===== src/rtl/merge_run_feeder.sv =====
// rtl/merge_run_feeder.sv - ping-pong run buffer feeding two sorted run heads to a serial merge node
//
// Purpose:
//   Loads pairs of sorted runs (A then B, 2*RUN_LEN words) from a word-serial
//   stream into one of two banks, and drains a full bank by presenting the
//   current A and B heads to a merge node. The merge node reports which head
//   it consumed on ctrl_addr. The all-ones word marks an exhausted run.
//
// Ports:
//   clk        clock, all logic on posedge
//   rst        asynchronous active-high reset
//   in_valid   input word valid
//   in_data    sorted input word, strictly below all-ones
//   in_ready   feeder can accept in_data this cycle
//   ctrl_addr  1 = B head consumed, 0 = A head consumed (used only while draining)
//   outA       current run-A head, or all-ones
//   outB       current run-B head, or all-ones
//   out_valid  high while a bank is being drained
//   start_out  one-cycle pulse on the first cycle a bank's heads are presented
module merge_run_feeder #(
  parameter int DATA_WIDTH = 32,
  parameter int RUN_LEN    = 8,
  parameter int CNT_WIDTH  = $clog2(RUN_LEN) + 1
) (
  input  logic                  clk,
  input  logic                  rst,
  input  logic                  in_valid,
  input  logic [DATA_WIDTH-1:0] in_data,
  output logic                  in_ready,
  input  logic                  ctrl_addr,
  output logic [DATA_WIDTH-1:0] outA,
  output logic [DATA_WIDTH-1:0] outB,
  output logic                  out_valid,
  output logic                  start_out
);

  localparam int BANK_WORDS = 2 * RUN_LEN;
  localparam logic [DATA_WIDTH-1:0] SENTINEL = '1;
  localparam logic [CNT_WIDTH-1:0]  LAST_IDX = CNT_WIDTH'(BANK_WORDS - 1);
  localparam logic [CNT_WIDTH-1:0]  RUN_END  = CNT_WIDTH'(RUN_LEN);
  localparam logic [CNT_WIDTH-1:0]  ONE      = CNT_WIDTH'(1);

  typedef enum logic {IDLE, DRAIN} state_t;

  // Each bank stores run A at [0, RUN_LEN) and run B at [RUN_LEN, 2*RUN_LEN),
  // so the load counter doubles as the linear write address.
  logic [DATA_WIDTH-1:0] mem [2][BANK_WORDS];

  state_t               state;
  logic                 wb;
  logic                 rb;
  logic [1:0]           bank_full;
  logic [1:0]           full_nxt;
  logic [CNT_WIDTH-1:0] wcnt;
  logic [CNT_WIDTH-1:0] dcnt;
  logic [CNT_WIDTH-1:0] ptr_a;
  logic [CNT_WIDTH-1:0] ptr_b;
  logic                 load;
  logic                 load_done;
  logic                 drain_done;
  logic                 rb_other;

  assign in_ready   = !bank_full[wb];
  assign load       = in_valid && in_ready;
  assign load_done  = load && (wcnt == LAST_IDX);
  assign drain_done = (state == DRAIN) && (dcnt == LAST_IDX);
  assign rb_other   = ~rb;
  assign out_valid  = (state == DRAIN);

  // Next-cycle full flags; the drain side looks at this so a bank that
  // completes on the same edge as the current drain is picked up with no bubble.
  // Set and clear never hit the same bank: loading requires bank_full[wb]=0.
  always_comb begin
    full_nxt = bank_full;
    if (load_done)  full_nxt[wb] = 1'b1;
    if (drain_done) full_nxt[rb] = 1'b0;
  end

  always_ff @(posedge clk) begin
    if (load) mem[wb][wcnt] <= in_data;
  end

  // Heads are combinational reads of the array; an exhausted run shows all-ones.
  always_comb begin
    outA = SENTINEL;
    outB = SENTINEL;
    if (state == DRAIN) begin
      if (ptr_a != RUN_END) outA = mem[rb][{1'b0, ptr_a[CNT_WIDTH-2:0]}];
      if (ptr_b != RUN_END) outB = mem[rb][{1'b1, ptr_b[CNT_WIDTH-2:0]}];
    end
  end

  always_ff @(posedge clk or posedge rst) begin
    if (rst) begin
      state     <= IDLE;
      wb        <= 1'b0;
      rb        <= 1'b0;
      bank_full <= 2'b00;
      wcnt      <= '0;
      dcnt      <= '0;
      ptr_a     <= '0;
      ptr_b     <= '0;
      start_out <= 1'b0;
    end else begin
      bank_full <= full_nxt;
      start_out <= 1'b0;

      if (load) begin
        if (wcnt == LAST_IDX) begin
          wb   <= ~wb;
          wcnt <= '0;
        end else begin
          wcnt <= wcnt + ONE;
        end
      end

      case (state)
        IDLE: begin
          if (bank_full[rb]) begin
            state     <= DRAIN;
            ptr_a     <= '0;
            ptr_b     <= '0;
            dcnt      <= '0;
            start_out <= 1'b1;
          end
        end
        DRAIN: begin
          // An exhausted side never advances, even if ctrl_addr points at it.
          if (!ctrl_addr && ptr_a != RUN_END) ptr_a <= ptr_a + ONE;
          if (ctrl_addr && ptr_b != RUN_END)  ptr_b <= ptr_b + ONE;
          dcnt <= dcnt + ONE;
          if (dcnt == LAST_IDX) begin
            rb <= rb_other;
            if (full_nxt[rb_other]) begin
              ptr_a     <= '0;
              ptr_b     <= '0;
              dcnt      <= '0;
              start_out <= 1'b1;
            end else begin
              state <= IDLE;
            end
          end
        end
        default: state <= IDLE;
      endcase
    end
  end

endmodule


===== config.mk =====
export PLATFORM = sky130hd
export DESIGN_NAME = merge_run_feeder
export DESIGN_NICKNAME = d
export VERILOG_FILES = /design/src/rtl/merge_run_feeder.sv
export SDC_FILE = /design/constraint.sdc
export NUM_CORES = 1
export LEC_CHECK = 0
export CORE_UTILIZATION = 35
export CTS_BUF_LIST = sky130_fd_sc_hd__clkbuf_2
export CTS_CLUSTER_DIAMETER = 150
export DETAILED_ROUTE_END_ITERATION = 7
export MAX_ROUTING_LAYER = met4
export SLEW_MARGIN = 20
export SYNTH_ARGS = -nofsm -noshare
export SYNTH_HDL_FRONTEND = slang
export SYNTH_SLANG_ARGS = --single-unit

===== constraint.sdc =====
create_clock -name clk -period 5.2 [get_ports clk]
set_input_delay 1.04 -clock clk [delete_from_list [all_inputs] [get_ports clk]]
set_output_delay 1.04 -clock clk [all_outputs]
set_load 0.01 [all_outputs]

==> summary.md <==
| Metric | Value |
|---|---|
| Max-slew headroom | roughly 29% |
| Vias | about 20000 |
| FF+latch count, synth | approximately 1000 |
| Most common cell after layout, fill and taps aside | edfxtp_1 |
| Filler cells | 10180 |
| Wire per inst | 25.13 um |
| Warning count from the yosys run | 0 |
| Clk root buf | clkbuf_2 |
| Asr flop ratio synth | between 2 and 2.5% |
| H-tree levels | 4 |
| CP Class | flip-flop to output port |
| Post-synth top area share | roughly 76% |
| Hold Startpoint | in_data[13] |
| Vias in the first global route | roughly 21000 |
| DP Wirelength | about 50000 um |
| Core box area | roughly 110000 um2 |
| Hold Vio Cnt, Final | 0 |
| Outcome | complete, no violations |
| Worst Setup Slack post-DPL | roughly 1000 ps |
| Max rail drop VDD | about 0.00042 V |
| Clock-pin slew on the worst setup and hold paths | roughly 100 ps |
| Critical path startpoint category | flip-flop |
| Seq/Total Area, Yosys | between 70 and 80% |
| CTS max path bufs | 3 |
| Core Rows | 124 |
| Synth Flop Type | edfxtp_1 |
| Syn nets | 1814 |
| Avg Cell Area, Syn | around 23 um2 |
| Worst Setup SP | rb |
| Fin Setup TNS | 0 ps |
| First-pass GRT wire length | between 100000 and 150000 um |
| Post-synth EDFFs | approximately 1000 |
| Ports | 103 |
| Area leader, netlist | edfxtp_1 |
| Fraction of layout cells with a size suffix above 1 | a little over a third |
| Worst Max-Slew Pin Slew | about 1100 ps |
| Pwr per Cell Area | roughly 500 nW/um2 |
| Initial antenna violation count | 5 |
| Post-route total power | between 20 and 25 mW |
| Cts bufs inserted | 232 |
| Worst setup margin | between 150 and 200 ps |
| Gr ovfl total | 0 |
| GPL Wtd Cong | ~0.74 |
| Crit-path max FO | 19 |
| RSZ-0062 raised after global routing | false |
| Max Cap Viol | 0 |
| Synth area leaders | edfxtp_1 76%, mux4_2 14%, mux2i_1 2.4% |
| Largest net degree at the start of global routing | 67 |
| DIE WIDTH | ~340 um |
| Leakage | ~15 nW |
| Drt via density | ~5.1 |
| Finish-stage setup viols | 0 |
| Routed Antenna Nets | 0 |
| P&R area growth vs syn | 14.81% |
| F_max | 199.2 MHz |
| Post-route DRC | 0 |
| Worst skew pair latency | between 1500 and 2000 ps |
| Setup crit end kind | output port |
| Drt pass-1 iters | 5 |
| Distinct cells, synth | 48 |
| WL final | between 90000 and 100000 um |
| Tcrit/Tclk final | a little over nine tenths |
| Layout Skew | roughly 100 ps |
| Hold_ws | ~100 ps |
| Reg2reg start | wb |
| Commonest non-fill, non-tap cells in the layout | 1024 x edfxtp_1, 339 x clkbuf_2, 256 x mux4_2 |
| Gate Count Post-Synth | roughly 1800 |
| Hold Path Class | input pin to flip-flop |
| Final max-slew violation count | 0 |
| DIE AREA | ~120000 um2 |
| Chip height | approximately 340 um |
| Initial Util | around a third |
| CTS sink count | ~1000 |
| Mapped Area | roughly 40000 um2 |
| Period minus WS final | around 5000 ps |
| Buffers on Ports | 102 |
| Critical path arrival | slightly below 4000 ps |
| 1st-iter DRT viols | 1692 |
| Final layout net count | between 2000 and 2500 |
| CP required | 4160 ps |
| CTS tree | done |
| GRT Util Overall | between 10% and 20% |
==> area by class of cell <==
cell class / instances / area (um2) / area share, %
Sequential cell: 1046 / 31320 / 67.79
Multi-Input combinational cell: 617 / 8730 / 18.90
Timing Repair Buffer: 204 / 2095 / 4.534
Tap cell: 1512 / 1892 / 4.095
Clock buffer: 339 / 1697 / 3.673
Clock inverter: 71 / 419.2 / 0.9074
Inverter: 9 / 35.03 / 0.07584
Antenna cell: 4 / 10.01 / 0.02167
==> power breakdown <==
part           switching (mW)  total, mW  internal, mW
logic                    4.50       8.53          4.03
registers               0.234       9.99          9.76
clock network            3.07       5.06          1.99
==> per-layer routing <==
layer / wire length, um / track usage [%] / vias to the layer above
met5: 0 / - / -
met4: 2391 / 5.783 / 0
met3: 5527 / 3.855 / 156
met2: 48780 / 27.82 / 663
met1: 38830 / 21.03 / 10410
li1: - / - / 8323
==> state kept, by name, indices dropped and copies added (netlist names) <==
| name | flops |
|---|---|
| out_valid | 1 |
| start_out | 1 |
| wb | 1 |
| dcnt | 4 |
| ptr_a | 4 |
| wcnt | 4 |
| ptr_b | 4 |
| bank_full | 2 |
| mem | 1024 |
| rb | 1 |
==> cells in the mapped netlist (2+ instances only) <==
cell type and number:
edfxtp_1 1024, mux4_2 256, mux2i_1 98, nand2_1 82, nor2_1 39, clkbuf_1 38, a22oi_1 32, a32oi_1 32
buf_2 31, dfrtp_1 22, buf_6 21, ha_1 9, inv_1 8, nor3_1 8, nand4_1 6, o21ai_0 6
xnor2_1 6, buf_4 5, nand3_1 5, a21oi_1 3, a31oi_1 3, and2_1 3, buf_1 3, xor2_1 3
nand3b_1 2, o2111ai_1 2
==> per-stage QoR <==
stage | std cells | instance area (um2) | utilization, %
floorplan | 1769 | 40240 | -
global placement | 3349 | 43430 | 38.03
detailed placement | 3349 | 43420 | 38.02
CTS | 3785 | 46130 | 40.40
global route | 3801 | 46190 | 40.45
finish | 3802 | 46190 | 40.45
==> critical path, stage by stage, from the launching register on <==
cell	delay, ps
dfrtp_4	520
buf_6	190
bufbuf_16	330
mux4_2	340
nand2_1	90
a32oi_4	370
clkdlybuf4s50_1	620
==> what timing repair did <==
item | 4_1_cts | 5_1_grt
setup buffers | 21 | 0
gates resized for setup | 41 | 1
hold endpoints to repair | 22 | 97
hold buffers | 1 | 12
pin swaps | 3 | 0
gates cloned | 4 | 1
setup endpoints to repair | 64 | 2
==> logic make-up after synthesis <==
kind of cell | synth area share [%]
DFF | 77.79
adders and majority gates | 0.2799
AOI/OAI and AO/OA | 1.760
buffers and inverters | 1.533
xor gates and xnor gates | 0.1959
and+or+nand+nor | 1.673
muxes | 16.77
==> path summary, 6_finish.rpt <==
path / slack, ps / depth (start not counted) / end
min in group asynchronous: 610 / 3 / ptr_a[3]
setup / recovery: 180 / 6 / outB[2]
max in group asynchronous: 3970 / 3 / ptr_a[2]
setup reg to reg: 1430 / 5 / mem[1][242]
hold reg to reg: 530 / 1 / dcnt[0]
hold / removal: 100 / 1 / mem[1][429]
Note: power is estimated with default switching activity, not from simulation.
